**config.mk**
```make
export PLATFORM = sky130hd
export DESIGN_NAME = sat_accumulate_lanes
export DESIGN_NICKNAME = d
export VERILOG_FILES = /design/src/rtl/sat_accumulate_lanes.sv
export SDC_FILE = /design/constraint.sdc
export NUM_CORES = 1
export LEC_CHECK = 0
export CORE_AREA = 10 10 195 197
export DETAILED_ROUTE_END_ITERATION = 12
export DIE_AREA = 0 0 205 207
export GPL_ROUTABILITY_DRIVEN = 0
export PLACE_DENSITY = 0.8
export SLEW_MARGIN = 20
export SYNTH_ARGS = -nofsm -noshare
export SYNTH_HDL_FRONTEND = slang
export SYNTH_SLANG_ARGS = --single-unit
```
**constraint.sdc**
```tcl
create_clock -name clk -period 12.5 [get_ports clk]
set_input_delay 1.875 -clock clk [delete_from_list [all_inputs] [get_ports clk]]
set_output_delay 1.875 -clock clk [all_outputs]
set_load 0.01 [all_outputs]
```
**src/rtl/sat_accumulate_lanes.sv**
```systemverilog
// Multi-lane, multi-beat saturating accumulator: sums N-lane signed beats over a
// configurable block length and emits one clamped (or wrapped) result per block.
module sat_accumulate_lanes #(
  parameter int P     = 32,
  parameter int N     = 4,
  parameter int CNT_W = 8
) (
  input  logic               clk,
  input  logic               rst,
  input  logic [CNT_W-1:0]   cfg_len,
  input  logic               cfg_sat_en,
  input  logic               in_valid,
  output logic               in_ready,
  input  logic [N*P-1:0]     in_data,
  output logic               out_valid,
  input  logic               out_ready,
  output logic [N*P-1:0]     out_data,
  output logic [N-1:0]       out_ovf
);

  typedef enum logic {ST_ACC, ST_HOLD} state_t;

  state_t                r_state;
  state_t                w_next;
  logic signed [P-1:0]   r_acc [N];
  logic [P:0]            w_res [N];
  logic [N-1:0]          r_ovf;
  logic [N-1:0]          w_lane_ovf;
  logic [N-1:0]          w_ovf_next;
  logic [N-1:0]          r_out_ovf;
  logic [N*P-1:0]        w_sum_flat;
  logic [N*P-1:0]        r_out_data;
  logic [CNT_W-1:0]      r_cnt;
  logic [CNT_W-1:0]      r_len;
  logic [CNT_W-1:0]      w_len;
  logic                  r_sat_en;
  logic                  w_sat;
  logic                  w_first;
  logic                  w_last;
  logic                  w_accept;

  // Returns {overflow, result}; result is clamped when sat is set, wrapped otherwise.
  function automatic logic [P:0] sat_add(input logic signed [P-1:0] a,
                                         input logic signed [P-1:0] b,
                                         input logic sat);
    logic signed [P-1:0] s;
    logic                pos;
    logic                neg;
    s   = a + b;
    pos = !a[P-1] && !b[P-1] &&  s[P-1];
    neg =  a[P-1] &&  b[P-1] && !s[P-1];
    if (sat && pos)      s = {1'b0, {(P-1){1'b1}}};
    else if (sat && neg) s = {1'b1, {(P-1){1'b0}}};
    return {pos | neg, s};
  endfunction

  assign in_ready  = (r_state == ST_ACC) && !rst;
  assign out_valid = (r_state == ST_HOLD);
  assign out_data  = r_out_data;
  assign out_ovf   = r_out_ovf;
  assign w_accept  = in_ready && in_valid;

  // First beat of a block uses live config and ignores the stale accumulator.
  always_comb begin
    w_first = (r_cnt == '0);
    w_len   = w_first ? ((cfg_len == '0) ? CNT_W'(1) : cfg_len) : r_len;
    w_sat   = w_first ? cfg_sat_en : r_sat_en;
    w_last  = (r_cnt == w_len - CNT_W'(1));
    w_sum_flat = '0;
    w_lane_ovf = '0;
    for (int i = 0; i < N; i++) begin
      w_res[i] = sat_add(w_first ? '0 : r_acc[i], in_data[i*P +: P], w_sat);
      w_sum_flat[i*P +: P] = w_res[i][P-1:0];
      w_lane_ovf[i] = w_res[i][P];
    end
    w_ovf_next = w_first ? w_lane_ovf : (r_ovf | w_lane_ovf);
  end

  always_ff @(posedge clk) begin
    if (rst) r_state <= ST_ACC;
    else     r_state <= w_next;
  end

  always_comb begin
    w_next = r_state;
    case (r_state)
      ST_ACC:  if (w_accept && w_last) w_next = ST_HOLD;
      ST_HOLD: if (out_ready)          w_next = ST_ACC;
      default: w_next = ST_ACC;
    endcase
  end

  always_ff @(posedge clk) begin
    if (rst) begin
      r_cnt      <= '0;
      r_len      <= '0;
      r_sat_en   <= 1'b0;
      r_ovf      <= '0;
      r_out_data <= '0;
      r_out_ovf  <= '0;
      for (int i = 0; i < N; i++) r_acc[i] <= '0;
    end else if (w_accept) begin
      for (int i = 0; i < N; i++) r_acc[i] <= w_res[i][P-1:0];
      r_ovf <= w_ovf_next;
      if (w_first) begin
        r_len    <= w_len;
        r_sat_en <= w_sat;
      end
      if (w_last) begin
        r_cnt      <= '0;
        r_out_data <= w_sum_flat;
        r_out_ovf  <= w_ovf_next;
      end else begin
        r_cnt <= r_cnt + CNT_W'(1);
      end
    end
  end

endmodule

```
==> results of run 1 <==
worst max-delay path by stage:
stage                     startpoint                         end  slack, ns  depth (start not counted)
4_1_cts        r_cnt[0]$_SDFFE_PP0P_  r_acc[0][31]$_SDFFCE_PN0P_       6.15                         17
6_report       r_cnt[0]$_SDFFE_PP0P_  r_acc[0][31]$_SDFFCE_PN0P_       6.19                         18
5_1_grt        r_cnt[0]$_SDFFE_PP0P_  r_acc[0][31]$_SDFFCE_PN0P_       5.65                         17
3_5_place_dp              cfg_len[4]   out_data[30]$_SDFFE_PP0P_       5.66                         14
2_1_floorplan                    rst   r_acc[0][0]$_SDFFCE_PN0P_       6.95                          5
3_3_place_gp              cfg_len[4]   out_data[26]$_SDFFE_PP0P_       5.86                         15
area by class of cell:
cell class / instances / area [um2] / share of cell area [%]
Timing Repair Buffer: 290 / 2870 / 12.7
Clock buffer: 50 / 948 / 4.20
Tap cell: 455 / 569 / 2.52
Inverter: 48 / 185 / 0.820
Antenna cell: 1 / 2.50 / 0.0111
Sequential cell: 282 / 6930 / 30.7
Multi-Input combinational cell: 1740 / 11000 / 48.9
Clock inverter: 7 / 37.5 / 0.166
logic make-up (layout without fill, tap and decap cells):
group	Yosys count	in the layout	share of synthesized area (%)
compound gates	716	716	23.1
xor+xnor	114	114	5.36
simple gates	758	758	20.2
buf+inv	168	395	3.85
mux	13	13	0.713
fa+ha+maj	139	139	9.51
other cells	0	1	0
flops	282	282	37.2
critical path, delay by kind of cell, from the launching register on:
family          cells  cell delay (ns)
compound gates      7             1.73
fa+ha+maj           2             0.45
buf+inv             4             1.09
flops               1             0.40
simple gates        5             2.31
state kept, by name, indices dropped and copies added, names as in the netlist:
signal     cells
r_cnt          8
r_acc        128
out_valid      1
r_ovf          4
out_ovf        4
out_data     128
r_len          8
r_sat_en       1
layer usage:
layer,track usage [%],part of all wire [%]
met3,5.54,8.7
met4,6.34,2.4
met5,0,0.031
met1,31.4,42
met2,42.2,47
cell usage in the layout (no fill, tap or decap), types with 9 or more instances in the layout:
| cell | n |
|---|---|
| a211o_1 | 13 |
| a211oi_1 | 17 |
| a21o_1 | 56 |
| a21oi_1 | 276 |
| a31oi_1 | 18 |
| and2_1 | 133 |
| and3_1 | 20 |
| buf_4 | 14 |
| clkbuf_1 | 10 |
| clkbuf_16 | 32 |
| clkdlybuf4s50_1 | 274 |
| dfxtp_1 | 154 |
| edfxtp_1 | 128 |
| ha_1 | 135 |
| inv_1 | 46 |
| mux2i_1 | 11 |
| nand2_1 | 146 |
| nand2b_1 | 13 |
| nand3_1 | 133 |
| nand4_1 | 19 |
| nor2_1 | 197 |
| nor2b_1 | 13 |
| nor3_1 | 28 |
| o211ai_1 | 15 |
| o21a_1 | 20 |
| o21ai_0 | 183 |
| o21bai_1 | 19 |
| o31ai_1 | 12 |
| or3_1 | 9 |
| xnor2_1 | 68 |
| xor2_1 | 46 |
where the power goes:
group	internal (mW)	switching [mW]	total, mW
clock network	0.515	0.367	0.882
logic	0.345	0.509	0.854
registers	1.03	0.0156	1.05
stage by stage:
stage / total power, mW / hold slack, ns / area, um2 / instances / util [%]
6_report: 2.78 / 0.462 / 22600 / 2873 / 66.2
5_1_grt: 2.93 / 0.494 / 22600 / 2873 / 66.2
4_1_cts: 2.78 / 0.463 / 22600 / 2872 / 66.2
3_5_place_dp: 1.90 / 0.454 / 21600 / 2815 / 63.3
3_3_place_gp: 1.87 / 0.442 / 21600 / 2814 / 63.2
2_1_floorplan: 1.67 / 0.436 / 18600 / 2190 / -
==> results.sh, run 1 <==
export IMPL_cts_tree="done"
export IMPL_syn_area_um2=18600
export IMPL_grt_max_degree=119
export IMPL_setup_viol=0
export IMPL_io_buffer_count=274
export IMPL_wl_per_cell_um=19.4
export IMPL_placementRows=68
export IMPL_grt_pass1_wl_um=89100
export IMPL_clockBufferDepth=3
export IMPL_die_y_um=207
export IMPL_gr_total_overflow=0
export IMPL_rr_startpoint="r_cnt[0]$_SDFFE_PP0P_"
export IMPL_drv_cap=0
export IMPL_cts_resized=0
export IMPL_fin_crit_sh_pct=50.4
export IMPL_cpMaxStageDelayCell="nor3_2"
export IMPL_status="complete, no violations"
export IMPL_synthFlopType="dfxtp_1"
export IMPL_die_w_um=205
export IMPL_core_um2=34100
export IMPL_place_ws_ns=5.66
export IMPL_first_pass_iters=6
export IMPL_cts_root_buf="clkbuf_16"
export IMPL_die_area_um2=42400
export IMPL_worstHoldPathType="reg2reg"
export IMPL_rrSetupSlack_ns=6.19
export IMPL_drv_slew=0
export IMPL_hold_depth=2
export IMPL_clk_latency_ns=0.56
export IMPL_critical_path_arrival_ns=6.62
export IMPL_max_freq_mhz=159
export IMPL_cts_sinks=282
export IMPL_initial_core_util_pct=54.6
export IMPL_fin_nets=2673
export IMPL_setup_ws_ns=6.19
export IMPL_report_final_hold_viol_count=0
export IMPL_reg2reg_to="r_acc[0][31]$_SDFFCE_PN0P_"
export IMPL_cts_buffers=31
export IMPL_yosys_top_cells_area="edfxtp_1 (21%), dfxtp_1 (17%), ha_1 (9.1%)"
export IMPL_ys_warn_count=0
export IMPL_grt_usage_pct=24.9
export IMPL_drt_initial_drc_count=1328
export IMPL_drt_wl_total_um=55700
export IMPL_critical_path_cell_chain="inv_1 -> ha_1 -> nor4b_2 -> nand2_4 -> buf_4 -> nand2_1 -> inv_1 -> ha_1 -> a211o_1 -> a21oi_1 -> a22oi_1 -> a21oi_1 -> o221ai_1 -> a31o_2 -> nor3_2 -> buf_4 -> a21oi_1 -> and2_1"
export IMPL_layout_drive_gt1_share_pct=4.14
export IMPL_post_cts_setup_buffers=0
export IMPL_vias=17500
export IMPL_hold_path_startpoint="r_len[7]$_SDFFE_PP0P_"
export IMPL_dpl_hpwl_um=39600
export IMPL_drt_vias_per_instance=6.10
export IMPL_cts_hold_buf=0
export IMPL_drtAntennaViolNets=0
export IMPL_async_flop_share_pct=0
export IMPL_grt_setup_unrepaired="no"
export IMPL_post_route_drc_count=0
export IMPL_ys_seq_area_share_pct=37.2
export IMPL_synth_most_common_cell="a21oi_1"
export IMPL_slew_headroom_pct=28.7
export IMPL_cp_required_ns=12.81
export IMPL_crit_type="reg2reg"
export IMPL_clk_pin_slew_worst_paths_ns=0.06
export IMPL_synth_cells=2190
export IMPL_synth_distinct_cells=74
export IMPL_r2r_cells=18
export IMPL_layout_min_cycle_time_ns=6.31
export IMPL_nFillCells=2778
export IMPL_avgSynthCellArea_um2=8.50
export IMPL_holdPathEnd="r_len[7]$_SDFFE_PP0P_"
export IMPL_worst_pin_slew_ns=1.07
export IMPL_slowest_delay_ns=0.73
export IMPL_clock_skew_ns=0.00876
export IMPL_synth_top_area_share_pct=20.7
export IMPL_synth_edf_count=128
export IMPL_p_leak_nw=9.27
export IMPL_worst_path_most_repeated_cell="a21oi_1"
export IMPL_grt_pass1_vias=17300
export IMPL_start_kind="flip-flop"
export IMPL_synth_seq_cells=282
export IMPL_crit_path_max_fanout=86
export IMPL_ir_worst_vdd_mv=0.106
export IMPL_syn_num_nets=2470
export IMPL_crit_path_end_kind="flip-flop"
export IMPL_htreeDepth=1
export IMPL_antenna_found_initial=2
export IMPL_pin_count=275
export IMPL_fin_setup_tns_ns=0
export IMPL_area_growth_pct=21.3
export IMPL_synth_top_area_cell="edfxtp_1"
export IMPL_p_per_area_nw_per_um2=123
export IMPL_synthTopCellsByCount="a21oi_1 (276), nor2_1 (197), o21ai_0 (184)"
No activity file was read; power rests on OpenSTA's default activity.
==> inputs of run 2 (changes only) <==
Clock period 12.5 ns to 5.9 ns, I/O delays scaled along.
==> run 2 against run 1 <==
Against the previous run:
- non-clock buffer count is 14 higher
- clock power grew to 2.5 times the previous value
- die area stayed put
- final area is 1.6% higher
- register-to-register slack worse by 5.5 ns
- clock skew is 0.010 ns higher
- count of clock-buffer cells in the layout is 4 higher
- critical endpoint is now r_acc[2][26]$_SDFFCE_PN0P_
==> results.sh, run 2 (synthesis gave the netlist of run 1 again) <==
export IMPL_reg2reg_to="r_acc[2][26]$_SDFFCE_PN0P_"
export IMPL_die_w_um=205
export IMPL_drtAntennaViolNets=0
export IMPL_fin_crit_sh_pct=87.9
export IMPL_report_final_hold_viol_count=0
export IMPL_core_um2=34100
export IMPL_cts_resized=0
export IMPL_grt_usage_pct=25.4
export IMPL_slew_headroom_pct=28.3
export IMPL_rr_startpoint="r_cnt[0]$_SDFFE_PP0P_"
export IMPL_worstHoldPathType="reg2reg"
export IMPL_nFillCells=2717
export IMPL_critical_path_arrival_ns=5.43
export IMPL_power_total_mw=6.28
export IMPL_cts_hold_buf=0
export IMPL_timing_hold_ws_ns=0.460
export IMPL_start_kind="flip-flop"
export IMPL_multi_input_area_um2=11000
export IMPL_p_sw_mw=1.96
export IMPL_io_buffer_count=274
export IMPL_status="complete, no violations"
export IMPL_cts_buffers=34
export IMPL_cp_required_ns=6.14
export IMPL_layout_min_cycle_time_ns=5.18
export IMPL_wl_per_cell_um=19.5
export IMPL_cts_tree="done"
export IMPL_antenna_found_initial=5
export IMPL_initial_core_util_pct=54.6
export IMPL_drt_wl_total_um=56500
export IMPL_clock_skew_ns=0.0191
export IMPL_grt_pass1_vias=17400
export IMPL_setup_viol=0
export IMPL_grt_pass1_wl_um=90000
export IMPL_clockBufferDepth=3
export IMPL_final_common_cell="a21oi_1"
export IMPL_layout_drive_gt1_share_pct=4.84
export IMPL_drv_slew=0
export IMPL_fin_nets=2690
export IMPL_clkPwrFrac_pct=35.5
export IMPL_r2r_cells=18
export IMPL_drt_initial_drc_count=1329
export IMPL_p_sw_share_pct=31.2
export IMPL_placementRows=68
export IMPL_p_leak_nw=9.44
export IMPL_max_freq_mhz=193
export IMPL_seqPwrFrac_pct=35.3
export IMPL_worst_pin_slew_ns=1.07
export IMPL_area_growth_pct=23.2
export IMPL_cts_root_buf="clkbuf_16"
export IMPL_pin_count=275
export IMPL_gr_total_overflow=0
export IMPL_internal_power_mw=4.32
export IMPL_die_area_um2=42400
export IMPL_most_common_layout_cells="a21oi_1 (276), clkdlybuf4s50_1 (274), nor2_1 (197)"
export IMPL_vias=17700
export IMPL_drt_vias_per_instance=6.11
export IMPL_post_route_drc_count=0
export IMPL_fin_setup_tns_ns=0
export IMPL_crit_type="reg2reg"
export IMPL_pwr_share_comb_pct=29.3
export IMPL_ir_worst_vdd_mv=0.237
export IMPL_drv_cap=0
export IMPL_crit_path_end_kind="flip-flop"
export IMPL_grt_setup_unrepaired="no"
export IMPL_crit_path_max_fanout=29
export IMPL_clk_latency_ns=0.53
export IMPL_die_y_um=207
export IMPL_p_per_area_nw_per_um2=274
export IMPL_post_cts_setup_buffers=0
export IMPL_first_pass_iters=5
export IMPL_endpoint="r_acc[2][26]$_SDFFCE_PN0P_"
export IMPL_regArea_um2=6930
export IMPL_clk_pin_slew_worst_paths_ns=0.06
export IMPL_cts_sinks=282
export IMPL_rrSetupSlack_ns=0.72
export IMPL_worstSetupStartpoint="r_cnt[0]$_SDFFE_PP0P_"
export IMPL_grt_max_degree=124
export IMPL_htreeDepth=2
export IMPL_dpl_hpwl_um=40400
## run 2: cell count changes in the layout (fill, tap and decap cells not counted), sizes merged
| cell | before | now |
|---|---|---|
| clkinvlp | 0 | 2 |
| inv | 50 | 48 |
| bufinv | 0 | 2 |
| clkinv | 5 | 4 |
| diode | 1 | 3 |
| buf | 16 | 30 |
| clkbuf | 50 | 54 |
## run 2: area by class of cell
type,count,area share [%]
Clock buffer,54,4.90
Tap cell,455,2.48
Timing Repair Buffer,304,13.1
Inverter,48,0.807
Antenna cell,3,0.0327
Clock inverter,8,0.393
Sequential cell,282,30.2
Multi-Input combinational cell,1740,48.1
## run 2: worst min path at each step
stage | to | startpoint | cells after the start
after floorplan | r_len[7]$_SDFFE_PP0P_ | r_len[7]$_SDFFE_PP0P_ | 2
after global placement | r_len[7]$_SDFFE_PP0P_ | r_len[7]$_SDFFE_PP0P_ | 2
after detailed placement | out_valid$_SDFF_PP0_ | out_valid$_SDFF_PP0_ | 2
after CTS | r_sat_en$_SDFFE_PP0P_ | r_sat_en$_SDFFE_PP0P_ | 2
after global routing | r_len[7]$_SDFFE_PP0P_ | r_len[7]$_SDFFE_PP0P_ | 2
final | r_sat_en$_SDFFE_PP0P_ | r_sat_en$_SDFFE_PP0P_ | 2
## run 2: critical path, cell delays in order, from the launching register on
cell and delay (ns):
dfxtp_1 0.52, inv_1 0.08, ha_1 0.23, nor4b_2 0.16, buf_4 0.18, nand2_4 0.20
buf_4 0.33, and2_1 0.18, ha_1 0.31, a21oi_1 0.20, o21ai_0 0.10, a21oi_1 0.18
o22ai_1 0.20, o21a_1 0.23, o41ai_1 0.66, o211ai_1 0.33, buf_4 0.34, a21oi_1 0.36
nor2_1 0.10
## run 2: layer usage
layer	global-route usage [%]	up-vias	wire length [um]
li1	-	8421	-
met1	32.1	8391	23600
met2	41.2	735	26000
met3	6.40	132	5100
met4	9.05	4	1740
met5	0	-	24
## run 2: power groups by stage
| stage | clock network [mW] | logic, mW | registers, mW |
|---|---|---|---|
| after global placement | 0 | 1.75 | 2.25 |
| after floorplan | 0 | 1.29 | 2.25 |
| after CTS | 2.25 | 1.81 | 2.22 |
| after detailed placement | 0 | 1.79 | 2.26 |
| final | 2.23 | 1.84 | 2.22 |
| after global routing | 2.34 | 2.02 | 2.23 |
## run 2: stage by stage
step,utilization (%),instance area (um2),instances,setup slack [ns]
global placement,63.6,21700,2829,0.772
global route,67.2,22900,2894,0.480
finish,67.2,22900,2894,0.716
CTS,67.2,22900,2891,0.775
detailed placement,63.6,21700,2829,0.552
floorplan,-,18600,2190,1.30
==> inputs of run 3 (changes only) <==
Settings changed: CORE_AREA 10 10 195 197 to 10 10 204 206, DIE_AREA 0 0 205 207 to 0 0 214 216, PLACE_DENSITY 0.8 to 0.77.
Clock period 5.9 ns to 4.6 ns, I/O delays scaled along.
==> run 3 against run 2 <==
Against the previous run:
- fmax grew 16%
- largest power group is now registers
- clock skew grew 0.0020 ns
- via count grew 1.2%
- core utilization shrank 4.7 points
- non-clock buffer count grew 69
- sequential power grew 28%
- largest cell class unchanged
- critical path depth shrank 1
- first-iteration DRC count shrank 5.7%
- register-to-register slack lost 0.58 ns
- worst hold slack gained 0.0067 ns
==> results.sh, run 3 (synthesis gave the netlist of run 1 again) <==
export IMPL_dpl_hpwl_um=42800
export IMPL_worstSetupStartpoint="r_cnt[1]$_SDFFE_PP0P_"
export IMPL_status="complete, no violations"
export IMPL_post_route_drc_count=0
export IMPL_postLayoutCellArea_um2=23400
export IMPL_setup_viol=0
export IMPL_fin_cells=3010
export IMPL_fin_nets=2755
export IMPL_drv_slew=0
export IMPL_area_growth_pct=25.7
export IMPL_initial_core_util_pct=49.8
export IMPL_most_common_layout_cells="clkdlybuf4s50_1 (274), a21oi_1 (269), nor2_1 (197)"
export IMPL_grt_setup_unrepaired="yes"
export IMPL_cts_tree="done"
export IMPL_crit_buf_inv=3
export IMPL_grt_pass1_vias=17200
export IMPL_grt_pass1_wl_um=92100
export IMPL_io_buffer_count=274
export IMPL_crit_path_end_kind="flip-flop"
export IMPL_grt_max_degree=96
export IMPL_clk_latency_ns=0.58
export IMPL_worstHoldPathType="reg2reg"
export IMPL_wl_per_cell_um=19.4
export IMPL_core_um2=37400
export IMPL_grt_util_met3_pct=5.33
export IMPL_first_pass_iters=5
export IMPL_crit_path_max_fanout=14
export IMPL_die_y_um=216
export IMPL_layout_min_cycle_time_ns=4.46
export IMPL_worst_pin_slew_ns=1.07
export IMPL_report_final_hold_viol_count=0
export IMPL_gr_total_overflow=0
export IMPL_cts_buffers=30
export IMPL_vias=17900
export IMPL_met1_usage_pct=30.6
export IMPL_nFillCells=3158
export IMPL_critical_path_cell_chain="inv_1 -> ha_1 -> nor4b_4 -> nand2_4 -> buf_4 -> buf_4 -> and2_1 -> ha_1 -> nand3_1 -> nor2_1 -> nor3b_1 -> o21ai_0 -> a21oi_2 -> o21ai_0 -> a21oi_1 -> or4b_2 -> nand3_1"
export IMPL_die_area_um2=46200
export IMPL_power_total_mw=7.66
export IMPL_p_leak_nw=9.69
export IMPL_dp_cells=2943
export IMPL_met2_usage_pct=40.1
export IMPL_crit_family="simple AND/OR/NAND/NOR gates"
export IMPL_dpl_instance_area_um2=22300
export IMPL_slew_headroom_pct=28.5
export IMPL_pin_count=275
export IMPL_final_common_cell="clkdlybuf4s50_1"
export IMPL_slowest_delay_ns=0.66
export IMPL_start_kind="flip-flop"
export IMPL_fin_crit_sh_pct=97.0
export IMPL_ir_worst_vdd_mv=0.317
export IMPL_layout_drive_gt1_share_pct=7.68
export IMPL_place_ws_ns=-0.0161
export IMPL_drt_initial_drc_count=1253
export IMPL_timing_hold_ws_ns=0.467
export IMPL_p_per_area_nw_per_um2=327
export IMPL_cts_sinks=282
export IMPL_grt_usage_pct=23.8
export IMPL_drv_cap=0
export IMPL_max_freq_mhz=224
export IMPL_crit_type="reg2reg"
export IMPL_regArea_um2=6930
export IMPL_drtAntennaViolNets=0
export IMPL_rr_startpoint="r_cnt[1]$_SDFFE_PP0P_"
export IMPL_drt_vias_per_instance=5.95
export IMPL_antenna_found_initial=1
export IMPL_cts_root_buf="clkbuf_16"
export IMPL_hold_path_startpoint="r_sat_en$_SDFFE_PP0P_"
export IMPL_placementRows=71
export IMPL_grt_busiest_layer="met2"
export IMPL_setup_ws_ns=0.136
export IMPL_cp_required_ns=5.05
export IMPL_antenna_cells=0
export IMPL_htreeDepth=1
export IMPL_drt_wl_total_um=58300
export IMPL_clk_pin_slew_worst_paths_ns=0.06
export IMPL_fin_setup_tns_ns=0
export IMPL_clockBufferDepth=3
export IMPL_cts_hold_buf=0
export IMPL_final_core_util_pct=62.6
export IMPL_multi_input_area_um2=11100
export IMPL_die_w_um=214
export IMPL_clock_skew_ns=0.0211
export IMPL_critical_path_arrival_ns=4.91
export IMPL_cpMaxStageDelayCell="or4b_2"
==> run 3: changes by cell type in the layout (fill, tap and decap cells not counted), sizes merged <==
cell      delta
diode        -3
bufinv       -2
inv          +1
clkbuf       -5
buf         +69
clkinv       +2
clkinvlp     -2
==> run 3: repair_timing <==
item,CTS,global route
setup endpoints to repair,6,150
setup buffers,0,9
cloned,0,2
hold endpoints to repair,0,0
pin swaps,0,1
gates resized for setup,1,21
==> run 3: cell type report <==
class,instances,area share (%)
multi-input cells,1740,47.5
flip-flops and latches,282,29.6
repair buffers,373,15.5
clock buffers,49,3.73
well taps,511,2.73
inverters,48,0.791
clock inverters,7,0.171
==> run 3: worst paths after layout <==
kind                                      to  slack [ns]  depth (start not counted)
setup / recovery  r_acc[3][25]$_SDFFCE_PN0P_        0.14                         17
setup reg to reg  r_acc[3][25]$_SDFFCE_PN0P_        0.14                         17
hold / removal         r_sat_en$_SDFFE_PP0P_        0.47                          2
hold reg to reg        r_sat_en$_SDFFE_PP0P_        0.47                          2
==> run 3: power breakdown <==
part           switching (mW)  total [mW]  leakage (nW)  internal, mW
clock                    1.02        2.31         0.449          1.29
sequential             0.0391        2.84          2.60          2.80
combinational            1.45        2.52          6.64          1.07
==> run 3: worst min-delay path, cell delays in order (launching register included) <==
cell,delay [ns]
dfxtp_1,0.31
nand2_1,0.05
a21oi_1,0.06
==> run 3: per-layer routing <==
| metal | wire length [um] | up-vias |
|---|---|---|
| li1 | - | 8556 |
| met1 | 24700 | 8528 |
| met2 | 27700 | 731 |
| met3 | 4890 | 86 |
| met4 | 966 | 2 |
| met5 | 12 | - |
